[src/rtl/seq_shift_add_multiplier_if.sv]
// Operand/result handshake bundle for the sequential multiplier.
// master = producer/consumer side, slave = multiplier side.
interface seq_shift_add_multiplier_if #(
    parameter int WIDTH = 8
);
    logic                   in_valid;
    logic                   in_ready;
    logic [WIDTH-1:0]       a;
    logic [WIDTH-1:0]       b;
    logic                   out_valid;
    logic                   out_ready;
    logic [2*WIDTH-1:0]     product;

    modport master (
        output in_valid,
        input  in_ready,
        output a,
        output b,
        input  out_valid,
        output out_ready,
        input  product
    );

    modport slave (
        input  in_valid,
        output in_ready,
        input  a,
        input  b,
        output out_valid,
        input  out_ready,
        output product
    );
endinterface

[src/rtl/seq_shift_add_multiplier.sv]
// Radix-2 shift-add unsigned multiplier, one WIDTH-bit ripple adder,
// WIDTH iterations per product, valid/ready on both sides.
module fullAdder (
    input  logic i_a,
    input  logic i_b,
    input  logic i_cin,
    output logic o_sum,
    output logic o_cout
);
    assign o_sum  = i_a ^ i_b ^ i_cin;
    assign o_cout = (i_a & i_b) | (i_cin & (i_a ^ i_b));
endmodule

module seq_shift_add_multiplier #(
    parameter int WIDTH = 8
) (
    input  logic                        clk,
    input  logic                        rst,
    seq_shift_add_multiplier_if.slave   bus
);
    localparam int CW = $clog2(WIDTH + 1);
    localparam logic [CW-1:0] LAST = CW'(WIDTH - 1);

    typedef enum logic [1:0] {
        IDLE = 2'd0,
        BUSY = 2'd1,
        DONE = 2'd2
    } state_t;

    state_t               r_state;
    state_t               w_next;
    logic [WIDTH-1:0]     r_mcand;
    logic [2*WIDTH-1:0]   r_acc;
    logic [CW-1:0]        r_count;

    logic [WIDTH-1:0]     w_addend;
    logic [WIDTH-1:0]     w_sum;
    logic [WIDTH:0]       w_carry;
    logic                 w_cout;
    logic                 w_accept;
    logic                 w_release;

    assign bus.in_ready  = (r_state == IDLE);
    assign bus.out_valid = (r_state == DONE);
    assign bus.product   = r_acc;

    assign w_accept  = bus.in_valid && (r_state == IDLE);
    assign w_release = bus.out_ready && (r_state == DONE);

    // Multiplicand is added only when the current multiplier LSB is set.
    assign w_addend   = r_acc[0] ? r_mcand : '0;
    assign w_carry[0] = 1'b0;
    assign w_cout     = w_carry[WIDTH];

    for (genvar g = 0; g < WIDTH; g++) begin : g_fa
        fullAdder u_fa (
            .i_a    (r_acc[WIDTH+g]),
            .i_b    (w_addend[g]),
            .i_cin  (w_carry[g]),
            .o_sum  (w_sum[g]),
            .o_cout (w_carry[g+1])
        );
    end

    // State register.
    always_ff @(posedge clk) begin
        if (rst) r_state <= IDLE;
        else     r_state <= w_next;
    end

    // Next-state: accept in IDLE, WIDTH steps in BUSY, hold DONE until taken.
    always_comb begin
        w_next = r_state;
        unique case (r_state)
            IDLE:    if (w_accept) w_next = BUSY;
            BUSY:    if (r_count == LAST) w_next = DONE;
            DONE:    if (w_release) w_next = IDLE;
            default: w_next = IDLE;
        endcase
    end

    // Datapath: load operands, then shift the accumulator right with carry-in at the top.
    always_ff @(posedge clk) begin
        if (rst) begin
            r_mcand <= '0;
            r_acc   <= '0;
            r_count <= '0;
        end else if (w_accept) begin
            r_mcand <= bus.a;
            r_acc   <= {{WIDTH{1'b0}}, bus.b};
            r_count <= '0;
        end else if (r_state == BUSY) begin
            r_acc   <= {w_cout, w_sum, r_acc[WIDTH-1:1]};
            r_count <= r_count + 1'b1;
        end
    end
endmodule
[src/flat_wrapper.sv]
// flat-port wrapper written by rule: the top's interface ports become plain ports
module seq_shift_add_multiplier_flat 
#(
    parameter int WIDTH = 8
)
  (clk, rst, bus_in_valid, bus_in_ready, bus_a, bus_b, bus_out_valid, bus_out_ready, bus_product);
  seq_shift_add_multiplier_if #(.WIDTH(WIDTH)) bus_i ();
  input  logic clk;
  input  logic rst;
  input wire logic [$bits(bus_i.in_valid)-1:0] bus_in_valid;
  output wire logic [$bits(bus_i.in_ready)-1:0] bus_in_ready;
  input wire logic [$bits(bus_i.a)-1:0] bus_a;
  input wire logic [$bits(bus_i.b)-1:0] bus_b;
  output wire logic [$bits(bus_i.out_valid)-1:0] bus_out_valid;
  input wire logic [$bits(bus_i.out_ready)-1:0] bus_out_ready;
  output wire logic [$bits(bus_i.product)-1:0] bus_product;
  assign bus_i.in_valid = bus_in_valid;
  assign bus_in_ready = bus_i.in_ready;
  assign bus_i.a = bus_a;
  assign bus_i.b = bus_b;
  assign bus_out_valid = bus_i.out_valid;
  assign bus_i.out_ready = bus_out_ready;
  assign bus_product = bus_i.product;
  seq_shift_add_multiplier #(.WIDTH(WIDTH)) u_core (.clk(clk), .rst(rst), .bus(bus_i));
endmodule
[config.mk]
export PLATFORM = sky130hd
export DESIGN_NAME = seq_shift_add_multiplier_flat
export DESIGN_NICKNAME = d
export VERILOG_FILES = /design/src/rtl/seq_shift_add_multiplier_if.sv /design/src/rtl/seq_shift_add_multiplier.sv /design/src/flat_wrapper.sv
export SDC_FILE = /design/constraint.sdc
export NUM_CORES = 1
export LEC_CHECK = 0
export CORE_MARGIN = 2
export CORE_UTILIZATION = 49
export DETAILED_ROUTE_END_ITERATION = 6
export PLACE_DENSITY = 0.79
export SETUP_SLACK_MARGIN = 0.4
export SKIP_CTS_REPAIR_TIMING = 1
export SYNTH_ARGS = -nofsm -noshare
export SYNTH_HDL_FRONTEND = slang
export SYNTH_SLANG_ARGS = --single-unit
[constraint.sdc]
create_clock -name clk -period 5.2 [get_ports clk]
set_input_delay 1.3 -clock clk [delete_from_list [all_inputs] [get_ports clk]]
set_output_delay 1.3 -clock clk [all_outputs]
set_load 0.005 [all_outputs]
==> impl_metrics.ini, run 1 <==
[drt]
drc = 0
via_count = 1252
ant_nets = 0
routed_via_density = 5.24
drtIter0Drc = 56
drt-total-wl_um = 3270
firstDrtPassIters = 4
routedWlPerCell_um = 13.7

[cells_and_area]
register_area_sq_um = 601
fillers = 267
layout_commonest_cell = clkdlybuf4s50_1
drive_gt1_share_pct = 9.74
final_cells = 239
nets = 223
antenna_cells = 0
final_cell_mix = 37 x clkdlybuf4s50_1, 30 x dfxtp_1, 20 x nor2_1
area_growth_pct = 24.0
multi_input_area_sq_um = 774

[setup_path]
rr_worst_depth = 13
arrival_ns = 4.04
worst-setup-path-type = flip-flop to flip-flop
cp_slowest_cell = fa_1
crit_top_cell = fa_1
crit_path_max_incr_delay_ns = 0.42
cp_max_fo = 11
reg2reg_from = u_core.bus.product[0]
setup.worst_path.start_class = flip-flop
path_cells = and2_1, ha_1, inv_1, fa_1, inv_1, fa_1, fa_1, fa_1, fa_1, fa_1, inv_1, fa_1, a211oi_2
reg2reg_to = u_core.bus.product[14]
crit_required_ns = 5.45
r2r_slack_ns = 1.41
end_kind = flip-flop

[place]
portBuffers = 37
dpl.cell_count = 231
dp_hpwl_um = 2340
gp_congestion = 0.778

[timing]
rsz0062_at_grt = no
setup_tns_ns = 0
min_period_over_period_pct = 72.8
worst_pin_slew_ns = 1.02
finalHoldViolations = 0
fmax_mhz = 264
period_needed_ns = 3.79
setup_viol = 0
fin_worst_skew_ns = 0.00590
report.final.slew_viol_count = 0
slew_headroom_pct = 32.0

[global_route]
grt_max_degree = 20
antenna_found_initial = 0
grt_pass1_wl_um = 5230
grt_pass1_vias = 1229
gr-total-overflow = 0
grt_usage_pct = 19.8

[clock_network]
insertion_delay_ns = 0.33
htree_levels = 2
cts_root_buf = clkbuf_4
clkTransAtPathRegs_ns = 0.09
cts_buffer_depth = 2
cts_tree = built
cts_num_sinks = 30
numCtsBuffers = 5

[power_and_ir_drop]
leakage_nw = 0.758
vdd_drop_max_mv = 0.177
p_per_area_nw_per_um2 = 267

[synthesis]
ys_ff_latch = 30
ys_types = 28
yosys_warnings = 0
syn_area_sq_um = 1560
syn_inst = 170
avgSynthCellArea_sq_um = 9.16
syn_nets = 199
ys_seq_area_share_pct = 38.6

[floorplan]
num_rows = 20
chipWidth_um = 60.4
die_h_um = 60.4
dieArea_sq_um = 3650
coreArea_sq_um = 3030
pin_count = 38
start_util_pct = 51.4

[worst_hold_path]
whs_endpoint = u_core.bus.product[9]
min_path_cells = 2
min-delay-start = u_core.bus.product[9]
worstHoldPathType = flip-flop to flip-flop

[status]
status = finished clean

[job]
cap_violations = 0
[cell usage after synthesis]
master     instances  share of area [%]
xnor2_1            1               0.56
buf_4              9                4.3
nand2b_1           2               0.80
clkbuf_1           5                1.2
nand3b_1           2               0.96
nor2b_1            2               0.80
a211oi_2           1               0.80
dfxtp_1           30                 39
nor3b_1            1               0.48
ha_1               2                1.6
nand2_1           14                3.4
and2_1             6                2.4
or3_1              1               0.40
buf_2              3               0.96
a21oi_1           18                5.8
a2bb2oi_1          1               0.56
o22a_1             6                3.4
nand3_1            1               0.32
o21ai_0            1               0.32
xor2_1             1               0.56
buf_6              3                2.2
nor2_1            20                4.8
inv_1             14                3.4
o221a_2            8                5.8
a211oi_1           2               0.96
fa_1               7                9.0
or2_4              1               0.56
mux2i_1            8                5.1
[layout make-up]
type / count / area share, %
multi-input combinational: 106 / 40.1
inverter: 14 / 2.72
clock buffer: 8 / 4.08
timing repair buffer: 37 / 19.2
sequential: 30 / 31.1
tap: 44 / 2.85
[cell families (layout without fill, tap and decap cells)]
| kind of cell | count (synthesis) | after routing | synth area share, % |
|---|---|---|---|
| DFF | 30 | 30 | 38.6 |
| xor gates and xnor gates | 2 | 2 | 1.12 |
| adders and majority gates | 9 | 9 | 10.6 |
| and+or+nand+nor | 50 | 50 | 14.9 |
| buffers and inverters | 34 | 59 | 12.0 |
| muxes | 8 | 8 | 5.14 |
| AOI/OAI and AO/OA | 37 | 37 | 17.6 |
[critical path: cells and delay by family (launching register included)]
| kind | cells | cell delay, ns |
|---|---|---|
| flops | 1 | 0.41 |
| simple gates | 1 | 0.20 |
| compound gates | 1 | 0.17 |
| buf+inv | 3 | 0.20 |
| fa+ha+maj | 8 | 2.73 |
[per-layer routing]
layer	part of all wire, %	GRT usage [%]	vias to the layer above
li1	-	-	607
met5	0	0	-
met1	41	21.3	595
met4	1.5	8.25	0
met2	50	35.1	43
met3	7.7	7.04	7
[how the worst max path moves through the flow]
stage / end / from
after floorplan: u_core.bus.product[14] / u_core.bus.product[0]
after global placement: u_core.bus.product[14] / u_core.bus.product[0]
after detailed placement: u_core.bus.product[14] / u_core.bus.product[0]
after CTS: u_core.bus.product[14] / u_core.bus.product[0]
after global routing: u_core.bus.product[14] / u_core.bus.product[0]
final: u_core.bus.product[14] / u_core.bus.product[0]
[flip-flops by register name, summed over array words and instances, names as in the netlist]
name / flops
u_core.bus.product: 16
u_core.r_count: 4
u_core.r_state: 2
u_core.r_mcand: 8
[per-stage QoR]
step / power (W) / instance area [sq um] / setup slack (ns) / hold WS, ns / util (%)
after floorplan: 0.000311 / 1560 / 1.58 / 0.449 / -
final: 0.000516 / 1930 / 1.41 / 0.475 / 63.8
after detailed placement: 0.000348 / 1850 / 1.44 / 0.464 / 61.2
after global routing: 0.000541 / 1930 / 1.28 / 0.513 / 63.8
after CTS: 0.000521 / 1930 / 1.43 / 0.477 / 63.8
after global placement: 0.000344 / 1850 / 1.58 / 0.459 / 61.2
[power by group]
group | total, W | switching, W | internal [W] | leakage [nW]
Clock | 0.000173 | 0.0000805 | 0.0000923 | 0.0446
Combinational | 0.0000851 | 0.0000352 | 0.0000498 | 0.467
Sequential | 0.000258 | 0.0000146 | 0.000243 | 0.246
Note: power is estimated with default switching activity, not from simulation.
==> run 2, diff against run 1 <==
--- a/config.mk
+++ b/config.mk
@@ -6,9 +6,9 @@
 export NUM_CORES = 1
 export LEC_CHECK = 0
 export CORE_MARGIN = 2
-export CORE_UTILIZATION = 49
+export CORE_UTILIZATION = 44
 export DETAILED_ROUTE_END_ITERATION = 6
-export PLACE_DENSITY = 0.79
+export PLACE_DENSITY = 0.75
 export SETUP_SLACK_MARGIN = 0.4
 export SKIP_CTS_REPAIR_TIMING = 1
 export SYNTH_ARGS = -nofsm -noshare
==> constraint.sdc (replaced) <==
create_clock -name clk -period 3.25 [get_ports clk]
set_input_delay 0.8125 -clock clk [delete_from_list [all_inputs] [get_ports clk]]
set_output_delay 0.8125 -clock clk [all_outputs]
set_load 0.005 [all_outputs]
==> run 2 against run 1 <==
The flow now finishes with violations (setup timing). Critical path depth is the same. First-iteration DRC count shrank 14%. Final cell count increased by 2.9%. Cell area grew 3.0%. Critical path type unchanged. Highest routed layer unchanged.
==> impl_metrics.ini, run 2 (synthesis gave the netlist of run 1 again) <==
[status]
status = finished with violations
failed_checks = setup timing

[drt]
drtIter0Drc = 48
routed_via_density = 4.94
via_count = 1216
ant_nets = 0
drt-total-wl_um = 3310
firstDrtPassIters = 4
drc = 0
routedWlPerCell_um = 13.5

[timing]
hold_ws_ns = 0.486
finalHoldViolations = 0
slew_headroom_pct = 32.8
min_period_over_period_pct = 104
setup_tns_ns = -0.122
fmax_mhz = 297
rsz0062_at_grt = yes
setup_viol = 1
worst_pin_slew_ns = 1.01
report.final.slew_viol_count = 0
fin_ws_ns = -0.122
period_needed_ns = 3.37
fin_worst_skew_ns = 0.0108

[global_route]
grt_max_degree = 20
grt_pass1_vias = 1183
grt_pass1_wl_um = 5510
antenna_found_initial = 0
gr-total-overflow = 0
grt_usage_pct = 17.5

[setup_path]
setup.worst_path.start_class = flip-flop
crit_required_ns = 3.51
critPathBufInv = 3
cp_top_family = adder cells
path_cells = and2_4, ha_4, inv_2, fa_2, inv_2, fa_2, fa_2, fa_2, fa_2, fa_2, inv_2, fa_2, a211oi_2
crit_top_cell = fa_2
crit_path_max_incr_delay_ns = 0.43
end_kind = flip-flop
arrival_ns = 3.63
worst-setup-path-type = flip-flop to flip-flop
cp_slowest_cell = fa_2
cp_max_fo = 2

[place]
dp_hpwl_um = 2470
portBuffers = 37
pre_cts_slack_ns = -0.119
gp_congestion = 0.763

[cells_and_area]
final_cell_mix = 37 x clkdlybuf4s50_1, 29 x dfxtp_1, 20 x nor2_1
area_growth_pct = 27.8
drive_gt1_share_pct = 18.5
multi_input_area_sq_um = 811
layout_commonest_cell = clkdlybuf4s50_1
register_area_sq_um = 602
largest_reg_flops = 16
fillers = 324
nets = 228
final_util_pct = 59.2
antenna_cells = 0

[clock_network]
htree_levels = 2
numCtsBuffers = 5
cts_num_sinks = 30
clkTransAtPathRegs_ns = 0.10
cts_buffer_depth = 2
cts_tree = built
cts_root_buf = clkbuf_4
insertion_delay_ns = 0.33

[power_and_ir_drop]
swShare_pct = 26.5
p_sw_w = 0.000209
leakage_nw = 0.758
p_per_area_nw_per_um2 = 396
clkPwrFrac_pct = 29.3
internal_power_w = 0.000579
p_seq_share_pct = 52.2
pwr-share-comb_pct = 18.4
vdd_drop_max_mv = 0.197

[floorplan]
die_h_um = 63.5
num_rows = 21
start_util_pct = 46.3
pin_count = 38
chipWidth_um = 63.5
coreArea_sq_um = 3360
dieArea_sq_um = 4030

[job]
cap_violations = 0

[worst_hold_path]
worstHoldPathType = flip-flop to flip-flop
-- run 2: changes by cell type in the layout (fill, tap and decap cells not counted), sizes merged --
| cell | delta |
|---|---|
| buf | +5 |
| clkbuf | -1 |
| clkinv | +1 |
-- run 2: metrics by stage --
stage                     power (W)  area (sq um)  instances
after global routing       0.000834          1990        246
after floorplan            0.000503          1610        170
after global placement     0.000559          1930        238
after detailed placement   0.000565          1930        238
final                      0.000787          1990        246
after CTS                  0.000796          1990        246
-- run 2: final cells by class --
class,instances,share of cell area (%)
inverter,14,2.64
multi-input combinational,106,40.7
tap,46,2.89
clock buffer,7,2.77
clock inverter,1,0.251
sequential,30,30.2
timing repair buffer,42,20.5
-- run 2: per-layer routing --
metal / share of wire [%] / GRT usage (%) / up-vias
met2: 48 / 28.6 / 28
met5: 0 / 0 / -
met1: 47 / 21.9 / 568
met3: 4.4 / 6.07 / 3
met4: 0.97 / 4.89 / 0
li1: - / - / 617
-- run 2: power by group through the flow --
stage                     Clock, W  Sequential (W)  Combinational, W
after floorplan                  0        0.000413         0.0000899
after global placement           0        0.000418          0.000141
after detailed placement         0        0.000419          0.000146
after CTS                 0.000239        0.000411          0.000146
after global routing      0.000261        0.000415          0.000158
final                     0.000231        0.000411          0.000145
-- run 2: final timing paths --
path	startpoint	end	slack (ns)	cells past startpoint
setup / recovery	u_core.bus.product[0]	u_core.bus.product[14]	-0.12	13
hold reg to reg	u_core.bus.product[9]	u_core.bus.product[9]	0.49	2
hold / removal	u_core.bus.product[9]	u_core.bus.product[9]	0.49	2
setup reg to reg	u_core.bus.product[0]	u_core.bus.product[14]	-0.12	13
-- run 2: worst register-to-register path, delay by kind of cell, from the launching register on --
family	cells	cell delay, ns
buffers and inverters	3	0.14
DFF	1	0.33
and+or+nand+nor	1	0.15
AOI/OAI and AO/OA	1	0.17
adders and majority gates	8	2.51
